**config.mk**
```make
export PLATFORM = sky130hd
export DESIGN_NAME = uart_tx_buffered
export DESIGN_NICKNAME = d
export VERILOG_FILES = /design/src/rtl/uart_tx_buffered.sv
export SDC_FILE = /design/constraint.sdc
export NUM_CORES = 1
export LEC_CHECK = 0
export BUFFER_PORTS_ARGS = -buffer_cell sky130_fd_sc_hd__buf_2
export CORE_ASPECT_RATIO = 0.75
export CORE_MARGIN = 2
export CORE_UTILIZATION = 40
export CTS_CLUSTER_DIAMETER = 30
export DETAILED_ROUTE_END_ITERATION = 7
export GPL_TIMING_DRIVEN = 0
export SLEW_MARGIN = 20
export SYNTH_ARGS = -nofsm -noshare
export SYNTH_HDL_FRONTEND = slang
export SYNTH_SLANG_ARGS = --single-unit
export TNS_END_PERCENT = 1
```
**constraint.sdc**
```tcl
create_clock -name clk -period 3.6 [get_ports clk]
set_input_delay 0.9 -clock clk [delete_from_list [all_inputs] [get_ports clk]]
set_output_delay 0.9 -clock clk [all_outputs]
set_load 0.05 [all_outputs]
```
**src/rtl/uart_tx_buffered.sv**
```systemverilog
// uart_tx_buffered
//   Memory-mapped UART transmitter with a byte FIFO in front of an 8N1
//   serializer. A store to TXDATA queues a byte. The serializer drains the
//   FIFO at CLKS_PER_BIT clocks per bit. STATUS is returned combinationally,
//   so a polling load completes in the same cycle.
//
//   Optional feature: define UART_TX_PARITY_EN to add an even-parity bit
//   between data bit 7 and the stop bit (11-bit frame).
//
// Parameters
//   DATA_WIDTH   : width of wd/address/rd (>= 15)
//   FIFO_DEPTH   : FIFO entries, power of two, 2..64
//   CLKS_PER_BIT : clocks per serial bit, >= 2
// Ports
//   clk     : clock, rising edge
//   rst     : asynchronous active-high reset
//   wd      : store data, bits [7:0] used
//   address : slave address, bits [3:2] decoded (0 TXDATA, 1 STATUS)
//   we      : write strobe
//   rd      : combinational read data
//                STATUS = {count[14:8], ovf[3], busy[2], empty[1], full[0]}
//   tx      : serial output, idles high
//   busy    : frame in flight or FIFO non-empty
module uart_tx_buffered #(
   parameter int DATA_WIDTH   = 32,
   parameter int FIFO_DEPTH   = 8,
   parameter int CLKS_PER_BIT = 434
) (
   input  logic                  clk,
   input  logic                  rst,
   input  logic [DATA_WIDTH-1:0] wd,
   input  logic [DATA_WIDTH-1:0] address,
   input  logic                  we,
   output logic [DATA_WIDTH-1:0] rd,
   output logic                  tx,
   output logic                  busy
);
   localparam int AW  = $clog2(FIFO_DEPTH);
   localparam int CW  = AW + 1;
   localparam int BCW = $clog2(CLKS_PER_BIT);
   localparam logic [BCW-1:0] BAUD_LAST = BCW'(CLKS_PER_BIT - 1);
   localparam logic [CW-1:0]  DEPTH_C   = CW'(FIFO_DEPTH);

   typedef enum logic [2:0] {
      S_IDLE,
      S_START,
      S_DATA,
`ifdef UART_TX_PARITY_EN
      S_PARITY,
`endif
      S_STOP
   } state_t;

   // FIFO storage and bookkeeping
   logic [7:0]    mem_q [FIFO_DEPTH];
   logic [AW-1:0] wr_ptr_q, wr_ptr_d;
   logic [AW-1:0] rd_ptr_q, rd_ptr_d;
   logic [CW-1:0] count_q, count_d;
   logic          ovf_q, ovf_d;

   // serializer
   state_t         state_q, state_d;
   logic [BCW-1:0] baud_q, baud_d;
   logic [2:0]     bit_q, bit_d;
   logic [7:0]     data_q, data_d;
   logic           tx_q, tx_d;

   logic [1:0] reg_sel;
   logic       full, empty, push_req, push, pop, load, baud_end;

   logic unused_bits;
   assign unused_bits = ^{wd[DATA_WIDTH-1:8], address[DATA_WIDTH-1:4], address[1:0]};

   assign reg_sel  = address[3:2];
   assign full     = (count_q == DEPTH_C);
   assign empty    = (count_q == '0);
   assign push_req = we && (reg_sel == 2'd0);
   assign push     = push_req && !full;
   assign baud_end = (baud_q == BAUD_LAST);

   // ---------------- serializer next state ----------------
   always_comb begin
      state_d = state_q;
      baud_d  = baud_q;
      bit_d   = bit_q;
      data_d  = data_q;
      tx_d    = tx_q;
      load    = 1'b0;

      // baud counter free-runs while a frame is active, wrapping at each bit boundary
      if (state_q != S_IDLE) baud_d = baud_end ? '0 : baud_q + BCW'(1);

      case (state_q)
         S_IDLE:  if (!empty) load = 1'b1;
         S_START: if (baud_end) begin
            state_d = S_DATA;
            tx_d    = data_q[0];
         end
         S_DATA: if (baud_end) begin
            if (bit_q == 3'd7) begin
`ifdef UART_TX_PARITY_EN
               state_d = S_PARITY;
               tx_d    = ^data_q;
`else
               state_d = S_STOP;
               tx_d    = 1'b1;
`endif
            end else begin
               bit_d = bit_q + 3'd1;
               tx_d  = data_q[bit_q + 3'd1];
            end
         end
`ifdef UART_TX_PARITY_EN
         S_PARITY: if (baud_end) begin
            state_d = S_STOP;
            tx_d    = 1'b1;
         end
`endif
         S_STOP: if (baud_end) begin
            // chain straight into the next start bit when more data is queued
            if (!empty) load = 1'b1;
            else begin
               state_d = S_IDLE;
               tx_d    = 1'b1;
            end
         end
         default: begin
            state_d = S_IDLE;
            tx_d    = 1'b1;
         end
      endcase

      if (load) begin
         data_d  = mem_q[rd_ptr_q];
         state_d = S_START;
         tx_d    = 1'b0;
         baud_d  = '0;
         bit_d   = '0;
      end
   end

   assign pop = load;

   // ---------------- FIFO next state ----------------
   always_comb begin
      wr_ptr_d = push ? wr_ptr_q + AW'(1) : wr_ptr_q;
      rd_ptr_d = pop  ? rd_ptr_q + AW'(1) : rd_ptr_q;
      count_d  = count_q;
      case ({push, pop})
         2'b10:   count_d = count_q + CW'(1);
         2'b01:   count_d = count_q - CW'(1);
         default: count_d = count_q;
      endcase
      // a push against a full FIFO is lost even if a pop frees a slot on the same edge
      ovf_d = ovf_q;
      if (push_req && full)               ovf_d = 1'b1;
      else if (we && (reg_sel == 2'd1))   ovf_d = 1'b0;
   end

   always_ff @(posedge clk) begin
      if (push) mem_q[wr_ptr_q] <= wd[7:0];
   end

   always_ff @(posedge clk or posedge rst) begin
      if (rst) begin
         wr_ptr_q <= '0;
         rd_ptr_q <= '0;
         count_q  <= '0;
         ovf_q    <= 1'b0;
         state_q  <= S_IDLE;
         baud_q   <= '0;
         bit_q    <= '0;
         data_q   <= '0;
         tx_q     <= 1'b1;
      end else begin
         wr_ptr_q <= wr_ptr_d;
         rd_ptr_q <= rd_ptr_d;
         count_q  <= count_d;
         ovf_q    <= ovf_d;
         state_q  <= state_d;
         baud_q   <= baud_d;
         bit_q    <= bit_d;
         data_q   <= data_d;
         tx_q     <= tx_d;
      end
   end

   assign tx   = tx_q;
   assign busy = (state_q != S_IDLE) || !empty;

   always_comb begin
      rd = '0;
      if (reg_sel == 2'd1) begin
         rd[0]      = full;
         rd[1]      = empty;
         rd[2]      = busy;
         rd[3]      = ovf_q;
         rd[8 +: CW] = count_q;
      end
   end

endmodule

```
==> results of run 1 <==
-- routing by layer --
metal  global-route usage  vias to the layer above  wire (um)
met4               0.0360                        0         63
met2                0.208                       60       3920
met3               0.0312                        4        403
met5                    0                        -          0
met1                0.223                     1352       4250
li1                     -                     1323          -
-- synthesized netlist by cell type, drive strengths merged (2+ instances only) --
| library cell | count | share of area |
|---|---|---|
| nor3 | 5 | 0.0064 |
| inv | 11 | 0.0088 |
| a21oi | 26 | 0.030 |
| mux2i | 15 | 0.032 |
| clkbuf | 3 | 0.0024 |
| edfxtp | 64 | 0.41 |
| buf | 35 | 0.052 |
| a211oi | 4 | 0.0085 |
| o41ai | 2 | 0.0053 |
| nor2b | 3 | 0.0040 |
| nand2b | 6 | 0.0080 |
| nand4 | 3 | 0.0040 |
| xnor2 | 3 | 0.0056 |
| ha | 13 | 0.035 |
| nand3 | 7 | 0.0075 |
| or4 | 4 | 0.0077 |
| o21ai | 6 | 0.0064 |
| dfrtp | 33 | 0.18 |
| o31ai | 4 | 0.0064 |
| mux2 | 2 | 0.0048 |
| mux4 | 17 | 0.082 |
| nand3b | 4 | 0.0064 |
| nand2 | 19 | 0.015 |
| and2 | 8 | 0.011 |
| or3 | 2 | 0.0027 |
| xor2 | 6 | 0.011 |
| nor2 | 13 | 0.010 |
| nor4 | 3 | 0.0080 |
-- path summary, 6_finish.rpt --
kind | from | endpoint | slack [ns] | cells past startpoint
hold reg to reg | ovf_q | ovf_q | 0.52 | 2
setup / recovery | baud_q[1] | count_q[2] | 0.63 | 14
setup reg to reg | baud_q[1] | count_q[2] | 0.63 | 14
min in group asynchronous | rst | wr_ptr_q[2] | 0.68 | 2
hold / removal | ovf_q | ovf_q | 0.52 | 2
max in group asynchronous | rst | baud_q[3] | 2.44 | 2
-- power by group through the flow --
stage / Clock (mW) / Combinational, mW / Sequential [mW]
2_1_floorplan: 0 / 1.32 / 1.51
3_3_place_gp: 0 / 1.64 / 1.52
3_5_place_dp: 0 / 1.67 / 1.53
4_1_cts: 0.978 / 1.67 / 1.50
5_1_grt: 1.03 / 1.82 / 1.53
6_report: 0.952 / 1.65 / 1.50
-- placed cells by master (no fill, tap or decap), types with 4 or more instances in the layout --
master,Yosys,layout
edfxtp_1,64,64
dfrtp_1,33,33
buf_2,6,28
a21oi_1,25,25
buf_4,24,24
conb_1,1,24
nand2_1,19,19
mux4_2,17,17
mux2i_1,15,15
nor2_1,13,13
ha_1,13,13
inv_1,11,10
clkbuf_16,0,9
and2_1,8,8
nand3_1,7,7
o21ai_0,6,6
xor2_1,6,6
nand2b_1,6,6
clkbuf_1,3,4
o31ai_1,4,4
nand3b_1,4,4
-- cell type report --
type | count | share of cell area
Inverter | 11 | 0.00766
Clock buffer | 10 | 0.0425
Buffer | 38 | 0.0473
Multi-Input combinational cell | 212 | 0.318
Tap cell | 162 | 0.0376
Sequential cell | 98 | 0.514
Clock inverter | 6 | 0.0121
Timing Repair Buffer | 22 | 0.0204
-- sequential cells by signal, summed over array words and instances (netlist names) --
register,count
state_q,2
mem_q,64
ovf_q,1
rd_ptr_q,3
wr_ptr_q,3
data_q,8
baud_q,9
tx,1
count_q,4
bit_q,3
-- per-stage QoR --
stage          cell area, um^2  cells  power, mW   util  setup slack, ns
2_1_floorplan             4780    359       2.83      -            0.873
3_3_place_gp              5090    543       3.16  0.441            0.295
3_5_place_dp              5100    543       3.20  0.442            0.562
4_1_cts                   5390    559       4.15  0.468            0.629
5_1_grt                   5390    559       4.38  0.468            0.414
6_report                  5390    559       4.10  0.468            0.634
-- worst min-delay path: stages (launching register included) --
cell and delay, ns:
dfrtp_1 0.34, a21oi_1 0.04, a21oi_1 0.10
-- kinds of logic after synthesis --
family,count (synthesis),synth area share
AOI/OAI and AO/OA,49,0.0720
xor gates and xnor gates,9,0.0168
adders and majority gates,13,0.0347
buffers and inverters,49,0.0632
DFF,98,0.592
muxes,34,0.118
other,1,0.000800
and+or+nand+nor,83,0.102
==> results.yml, run 1 <==
grt:
  antenna_found_initial: 0
  grt_pass1_vias: 2540
  grt_max_degree: 35
  grt_pass1_wl_mm: 13.8
  grt.total_usage: 0.144
  gr-total-overflow: 0
clock_network:
  cts_buffer_depth: 2
  cts_sinks: 98
  h-tree-depth: 3
  cts_setup_buffers: 0
  root_buffer: "clkbuf_16"
  cts_resized: 0
  cts_buffers: 9
  cts_hold_buffers: 0
  cts_tree: "done"
  clk_pin_slew_ns: 0.07
  clk-insertion-delay-late_ns: 0.33
setup_path:
  cp_num_buf_inv: 3
  critPathMaxFanout: 11
  cpPeakStageDelay_ns: 0.45
  startpoint_type: "register"
  cp.arrival_ns: 3.19
  cp_cell_sequence: "inv_1, ha_1, and4b_1, a31o_2, and2_1, buf_2, buf_2, ha_1, xor2_1, ha_1, a21oi_1, xor2_1, nor2_1, xor2_1"
  cp-end-kind: "register"
  crit_type: "reg2reg"
  critPathRequiredTime_ns: 3.82
  crit_family: "adder cells"
  cp_slowest_cell: "dfrtp_1"
floorplan:
  pin_count: 101
  start_util: 0.407
  dieArea_um2: 12600
  core_um2: 11500
  die_h_um: 97.8
  fp-row-count: 34
  die_width_um: 129
timing:
  setup_viol: 0
  worst_pin_slew_ns: 0.943
  fmax_mhz: 337
  final-hold-violation-count: 0
  rsz0062_at_grt: "no"
  fin_crit_ns: 2.97
  fin_crit_sh: 0.824
  slew_violations: 0
  slew_headroom: 0.369
  hold-worst-slack_ns: 0.520
  fin_worst_skew_ns: 0.00737
  timing.setup.tns_ns: 0
route:
  drtAntennaViolNets: 0
  drt_iter0_markers: 150
  avgRoutedWirePerCell_um: 15.5
  vias: 2739
  routed_via_density: 4.90
  routed_wl_mm: 8.64
  remaining_drc_errors: 0
  dr.pass1.iters: 4
cells_and_area:
  fin_nets: 472
  multiInputGateArea_um2: 1720
  area_delta_synth_final_pct: 15.0
  n_fill_cell: 1026
  seq_area_um2: 2770
  drive_above_1_share: 0.262
  num_antenna_cells: 0
yosys:
  ys_types: 52
  syn_area_um2: 4690
  synth_cells: 336
  ys_seq_elements: 98
  postSynthAreaPerCell_um2: 14.0
  ys_warn_count: 0
  seq_area_frac_synth: 0.592
  yosys_most_used_dff: "edfxtp_1"
  synth-async-reset-ratio: 0.347
  synth_edf_count: 64
outcome:
  status: "finished clean"
pwr:
  irDropWorstVdd_mv: 0.320
  p_int_mw: 2.61
  clockPowerShare: 0.232
  comb_power_share: 0.401
  p_switching_mw: 1.49
  p_leak_nw: 2.10
  power.density_nw_per_um2: 761
  switching_share: 0.364
  seq_power_share: 0.367
placed_design:
  io_buffers: 22
  routabilityCongestion: 0.789
  hpwl_mm: 5.98
min_path:
  hold_path_class: "reg2reg"
run:
  drv_cap: 0
Note: power is estimated with default switching activity, not from simulation.
==> run 2, diff against run 1 <==
--- a/config.mk
+++ b/config.mk
@@ -5,6 +5,7 @@
 export SDC_FILE = /design/constraint.sdc
 export NUM_CORES = 1
 export LEC_CHECK = 0
+export ABC_AREA = 1
 export BUFFER_PORTS_ARGS = -buffer_cell sky130_fd_sc_hd__buf_2
 export CORE_ASPECT_RATIO = 0.75
 export CORE_MARGIN = 2
==> constraint.sdc (replaced) <==
create_clock -name clk -period 2.85 [get_ports clk]
set_input_delay 0.7125 -clock clk [delete_from_list [all_inputs] [get_ports clk]]
set_output_delay 0.7125 -clock clk [all_outputs]
set_load 0.05 [all_outputs]
==> run 2 against run 1 <==
- non-clock buffer count up 2
- first-iteration DRC count up 2.7%
- die area increased by 1.6%
- utilization is 0.45 points higher
- worst hold slack got worse by 0.054 ns
- cell count rose by 26%
- sequential share of layout area is 0.87 points lower
- via count is 21% higher
- largest power group is now registers
==> results.yml, run 2 <==
timing:
  fin_crit_sh: 0.879
  final-hold-violation-count: 0
  worst_pin_slew_ns: 0.880
  rsz0062_at_grt: "no"
  fin_crit_ns: 2.51
  slew_headroom: 0.411
  slew_violations: 0
  fmax_mhz: 399
  setup_viol: 0
  timing.setup.tns_ns: 0
  fin_worst_skew_ns: 0.00535
yosys:
  synth_xor_area_frac: 0.0257
  ys_types: 38
  synth_area_leaders: "edfxtp_1 (40%), dfrtp_1 (17%), nand2_1 (6.5%)"
  synth-async-reset-ratio: 0.347
  muxShareOfSynthArea: 0
  synth_top_family_by_area: "simple AND/OR/NAND/NOR gates"
  yosys_most_used_dff: "edfxtp_1"
  synth_compound_area_frac: 0.0872
  synthSimpleGateAreaFrac: 0.185
  syn_area_um2: 4770
  synth_edf_count: 64
  seq_area_frac_synth: 0.582
  ys_warn_count: 0
  synthAdderAreaFrac: 0.0341
  yosysTopAreaCell: "edfxtp_1"
  postSynthAreaPerCell_um2: 9.91
  synth_cells: 481
  ys_seq_elements: 98
  synthTopCellsByCount: "nand2_1 (82), nor2_1 (82), edfxtp_1 (64)"
  yosys.area.top_type_share: 0.403
route:
  drt_iter0_markers: 154
  dr.pass1.iters: 5
  routed_via_density: 4.68
  remaining_drc_errors: 0
  avgRoutedWirePerCell_um: 13.7
  drtAntennaViolNets: 0
  vias: 3312
  routed_wl_mm: 9.66
clock_network:
  root_buffer: "clkbuf_16"
  cts_buffer_depth: 2
  clk-insertion-delay-late_ns: 0.34
  h-tree-depth: 3
  cts_buffers: 9
  clk_pin_slew_ns: 0.07
  cts_hold_buffers: 0
  cts_tree: "done"
  cts_sinks: 98
setup_path:
  cp_slowest_cell: "dfrtp_1"
  rr_worst_depth: 15
  r2r-end: "count_q[3]"
  critPathRequiredTime_ns: 3.07
  cpPeakStageDelay_ns: 0.42
  critPathMaxFanout: 11
  startpoint: "baud_q[1]"
  cp_cell_sequence: "inv_1, ha_1, nand2_1, nor2_4, nand3_2, nand2_2, nand2_4, inv_4, buf_6, ha_1, xor2_1, nand2_1, o21ai_0, nand3_1, xor2_1"
  cp.arrival_ns: 2.73
  cp-endpoint: "count_q[3]"
  startpoint_type: "register"
  cp-end-kind: "register"
  crit_cells: 15
  crit_type: "reg2reg"
  cp_num_buf_inv: 3
  r2r_setup_slack_ns: 0.34
  crit_family: "simple AND/OR/NAND/NOR gates"
  reg2reg_from: "baud_q[1]"
floorplan:
  fp-row-count: 34
  core_um2: 11600
  dieArea_um2: 12800
  start_util: 0.410
  die_h_um: 98.5
  die_width_um: 130
  pin_count: 101
cells_and_area:
  utilization: 0.472
  regMostFlops: "mem_q"
  drive_above_1_share: 0.178
  top_regs: "mem_q: 64 flops, baud_q: 9 flops, data_q: 8 flops"
  mostFrequentLayoutCells: "nand2_1 (82), nor2_1 (82), edfxtp_1 (64), o21ai_0 (57), dfrtp_1 (33)"
  fin_nets: 620
  num_antenna_cells: 0
  n_fill_cell: 1122
  area_delta_synth_final_pct: 15.1
  seq_area_um2: 2770
  largest_reg_flops: 64
  multiInputGateArea_um2: 1670
pwr:
  seq_power_share: 0.504
  clockPowerShare: 0.366
  p_int_mw: 2.42
  p_leak_nw: 2.32
  comb_power_share: 0.130
  switching_share: 0.269
  p_switching_mw: 0.888
  power.density_nw_per_um2: 602
  irDropWorstVdd_mv: 0.408
placed_design:
  hpwl_mm: 6.79
  routabilityCongestion: 0.810
  io_buffers: 22
grt:
  grt.total_usage: 0.163
  grt_pass1_vias: 3045
  gr-total-overflow: 0
  antenna_found_initial: 0
  grt_max_degree: 35
  grt_pass1_wl_mm: 15.7
min_path:
  hold_path_class: "reg2reg"
run:
  drv_cap: 0
outcome:
  status: "finished clean"
run 2: repair_timing:
item,in CTS,in global routing
resized for setup,0,1
setup endpoints to repair,0,2
endpoints found under the hold margin,0,0
buffers inserted,0,3
run 2: how the worst min path moves through the flow:
stage	start	endpoint	slack (ns)	cells past startpoint
floorplan	ovf_q	ovf_q	0.47	2
global placement	tx	tx	0.46	2
CTS	tx	tx	0.47	2
global route	tx	tx	0.51	2
detailed placement	tx	tx	0.46	2
finish	tx	tx	0.47	2
run 2: power groups by stage:
stage          registers, mW  logic [mW]  clock network, mW
5_1_grt                 1.67       0.481               1.30
3_3_place_gp            1.69       0.418                  0
3_5_place_dp            1.69       0.429                  0
6_report                1.67       0.428               1.21
4_1_cts                 1.66       0.432               1.24
2_1_floorplan           1.68       0.345                  0
run 2: final cells by class:
type / instances / area share
Buffer: 37 / 0.0465
Clock buffer: 11 / 0.0424
Clock inverter: 5 / 0.0112
Inverter: 39 / 0.0278
Multi-Input combinational cell: 330 / 0.305
Sequential cell: 98 / 0.506
Tap cell: 162 / 0.0370
Timing Repair Buffer: 25 / 0.0242
run 2: routing by layer:
metal	vias to the layer above	global-route usage	wire, um
met5	-	0	0
met4	0	0.0471	116
met3	9	0.0375	372
met2	63	0.243	4270
met1	1573	0.238	4910
li1	1667	-	-
run 2: worst reg2reg max path, delay by kind of cell (launching register included):
| family | cells | cell delay [ns] |
|---|---|---|
| flops | 1 | 0.42 |
| simple gates | 7 | 0.65 |
| xor+xnor | 2 | 0.39 |
| fa+ha+maj | 2 | 0.41 |
| buf+inv | 3 | 0.36 |
| compound gates | 1 | 0.19 |
run 2: kinds of logic after synthesis:
group / count (synthesis)
and+or+nand+nor: 206
DFF: 98
buffers and inverters: 76
AOI/OAI and AO/OA: 73
xor gates and xnor gates: 14
adders and majority gates: 13
other: 1
run 2: per-stage QoR:
stage / setup slack (ns) / power [mW] / area, um^2 / cells / hold slack (ns)
floorplan: 0.514 / 2.02 / 4850 / 504 / 0.467
global placement: 0.118 / 2.11 / 5160 / 688 / 0.455
detailed placement: 0.0973 / 2.12 / 5160 / 688 / 0.457
CTS: 0.196 / 3.33 / 5460 / 704 / 0.469
global route: 0.0961 / 3.46 / 5490 / 707 / 0.506
finish: 0.344 / 3.30 / 5490 / 707 / 0.465
==> run 3, diff against run 2 <==
--- a/config.mk
+++ b/config.mk
@@ -13,6 +13,7 @@
 export CTS_CLUSTER_DIAMETER = 30
 export DETAILED_ROUTE_END_ITERATION = 7
 export GPL_TIMING_DRIVEN = 0
+export RECOVER_POWER = 100
 export SLEW_MARGIN = 20
 export SYNTH_ARGS = -nofsm -noshare
 export SYNTH_HDL_FRONTEND = slang
==> run 3 against run 2 <==
- critical path depth did not move
- non-clock buffer count did not move
- critical path type unchanged
- via count rose by 0.33%
- sequential share of layout area rose by 0.58 points
- worst setup slack got worse by 0.046 ns
- cell count did not move
- highest routed layer unchanged
- critical endpoint unchanged
- design area fell by 1.1%
- worst hold slack improved by 0.00090 ns
- sequential power barely moved
- global-route usage did not move
- clock skew barely moved
==> results.yml, run 3 (same netlist as run 2, synthesis figures left out) <==
floorplan:
  pin_count: 101
  die_width_um: 130
  die_h_um: 98.5
  start_util: 0.410
  core_um2: 11600
  dieArea_um2: 12800
  fp-row-count: 34
clock_network:
  cts_buffer_depth: 2
  h-tree-depth: 3
  clk-insertion-delay-late_ns: 0.34
  cts_hold_buffers: 0
  cts_tree: "done"
  cts_sinks: 98
  clk_pin_slew_ns: 0.07
  cts_buffers: 9
  root_buffer: "clkbuf_16"
placed_design:
  hpwl_mm: 6.79
  placed_cell_area_um2: 5160
  dpl.cell_count: 688
  routabilityCongestion: 0.810
  io_buffers: 22
grt:
  grt_pass1_wl_mm: 15.7
  antenna_found_initial: 0
  gr-total-overflow: 0
  grt.total_usage: 0.163
  grt_max_degree: 35
  grt_pass1_vias: 3045
cells_and_area:
  final_cell_area_um2: 5420
  mostFrequentLayoutCells: "nand2_1 (84), nor2_1 (84), edfxtp_1 (64), o21ai_0 (60), inv_1 (34)"
  area_delta_synth_final_pct: 13.8
  top_regs: "mem_q: 64 flops, baud_q: 9 flops, data_q: 8 flops"
  stdcell_count: 707
  drive_above_1_share: 0.123
  utilization: 0.467
  n_fill_cell: 1138
  fin_nets: 620
  regMostFlops: "mem_q"
  largest_reg_flops: 64
  multiInputGateArea_um2: 1640
  num_antenna_cells: 0
  seq_area_um2: 2770
setup_path:
  cp_cell_sequence: "inv_1, ha_1, nand2_1, nor2_1, nand3_2, nand2_1, nand2_4, inv_4, buf_6, ha_1, xor2_1, nand2_1, o21ai_0, nand3_1, xor2_1"
  cpPeakStageDelay_ns: 0.42
  crit_family: "simple AND/OR/NAND/NOR gates"
  critPathMostFrequentCell: "nand2_1"
  critPathRequiredTime_ns: 3.08
  reg2reg_from: "baud_q[1]"
  critPathMaxFanout: 11
  cp.arrival_ns: 2.78
  r2r_setup_slack_ns: 0.30
  crit_type: "reg2reg"
  cp_slowest_cell: "dfrtp_1"
  startpoint_type: "register"
  startpoint: "baud_q[1]"
  cp_num_buf_inv: 3
  cp-end-kind: "register"
timing:
  rsz0062_at_grt: "no"
  fmax_mhz: 392
  setup_viol: 0
  final-hold-violation-count: 0
  slew_headroom: 0.113
  fin_worst_skew_ns: 0.00571
  fin_crit_sh: 0.896
  worst_pin_slew_ns: 1.33
  timing.setup.tns_ns: 0
  fin_crit_ns: 2.55
  slew_violations: 0
route:
  avgRoutedWirePerCell_um: 13.6
  routed_via_density: 4.70
  drt_iter0_markers: 161
  dr.pass1.iters: 6
  vias: 3323
  remaining_drc_errors: 0
  routed_wl_mm: 9.63
  drtAntennaViolNets: 0
run:
  drv_cap: 0
pwr:
  irDropWorstVdd_mv: 0.409
  power.density_nw_per_um2: 607
  p_leak_nw: 2.26
outcome:
  status: "finished clean"
min_path:
  min_from: "tx"
  hold_path_class: "reg2reg"
-- run 3: cell count changes in the layout (fill, tap and decap cells not counted), sizes merged --
cell / change
clkbuf: +21
buf: -21
-- run 3: metal layers --
layer	vias to the layer above	global-route usage	wire length [um]
met4	0	0.0471	128
li1	1667	-	-
met2	74	0.243	4230
met1	1573	0.238	4810
met3	9	0.0375	473
met5	-	0	0
-- run 3: area by class of cell --
class | count | share of cell area
buffer | 37 | 0.0468
clock buffer | 11 | 0.0429
clock inverter | 5 | 0.0113
inverter | 39 | 0.0277
multi-input combinational | 330 | 0.303
sequential | 98 | 0.512
tap | 162 | 0.0374
timing repair buffer | 25 | 0.0194
-- run 3: timing repair --
item                                    4_1_cts  5_1_grt
gates resized for setup                       0        1
endpoints found under the setup margin        0        2
setup buffers                                 0        3
endpoints found under the hold margin         0        0
-- run 3: power breakdown --
part	switching, mW	total (mW)	internal [mW]
Combinational	0.302	0.415	0.113
Sequential	0.0563	1.66	1.61
Clock	0.524	1.21	0.689
Total	0.883	3.29	2.41
-- run 3: worst paths after layout --
path                       cells after the start     endpoint
setup / recovery                              15   count_q[3]
setup reg to reg                              15   count_q[3]
hold reg to reg                                2           tx
hold / removal                                 2           tx
max in group asynchronous                      2    baud_q[6]
min in group asynchronous                      2  wr_ptr_q[1]
-- run 3: worst min-delay path, cell delays in order (launching register included) --
cell and delay (ns):
dfstp_2 0.37, nand2_1 0.05, nand2_1 0.05
-- run 3: per-stage QoR --
stage | setup slack (ns) | hold WS, ns | total power [mW]
CTS | 0.196 | 0.469 | 3.33
detailed placement | 0.0973 | 0.457 | 2.12
finish | 0.298 | 0.466 | 3.29
floorplan | 0.514 | 0.467 | 2.02
global route | 0.0564 | 0.503 | 3.44
global placement | 0.118 | 0.455 | 2.11
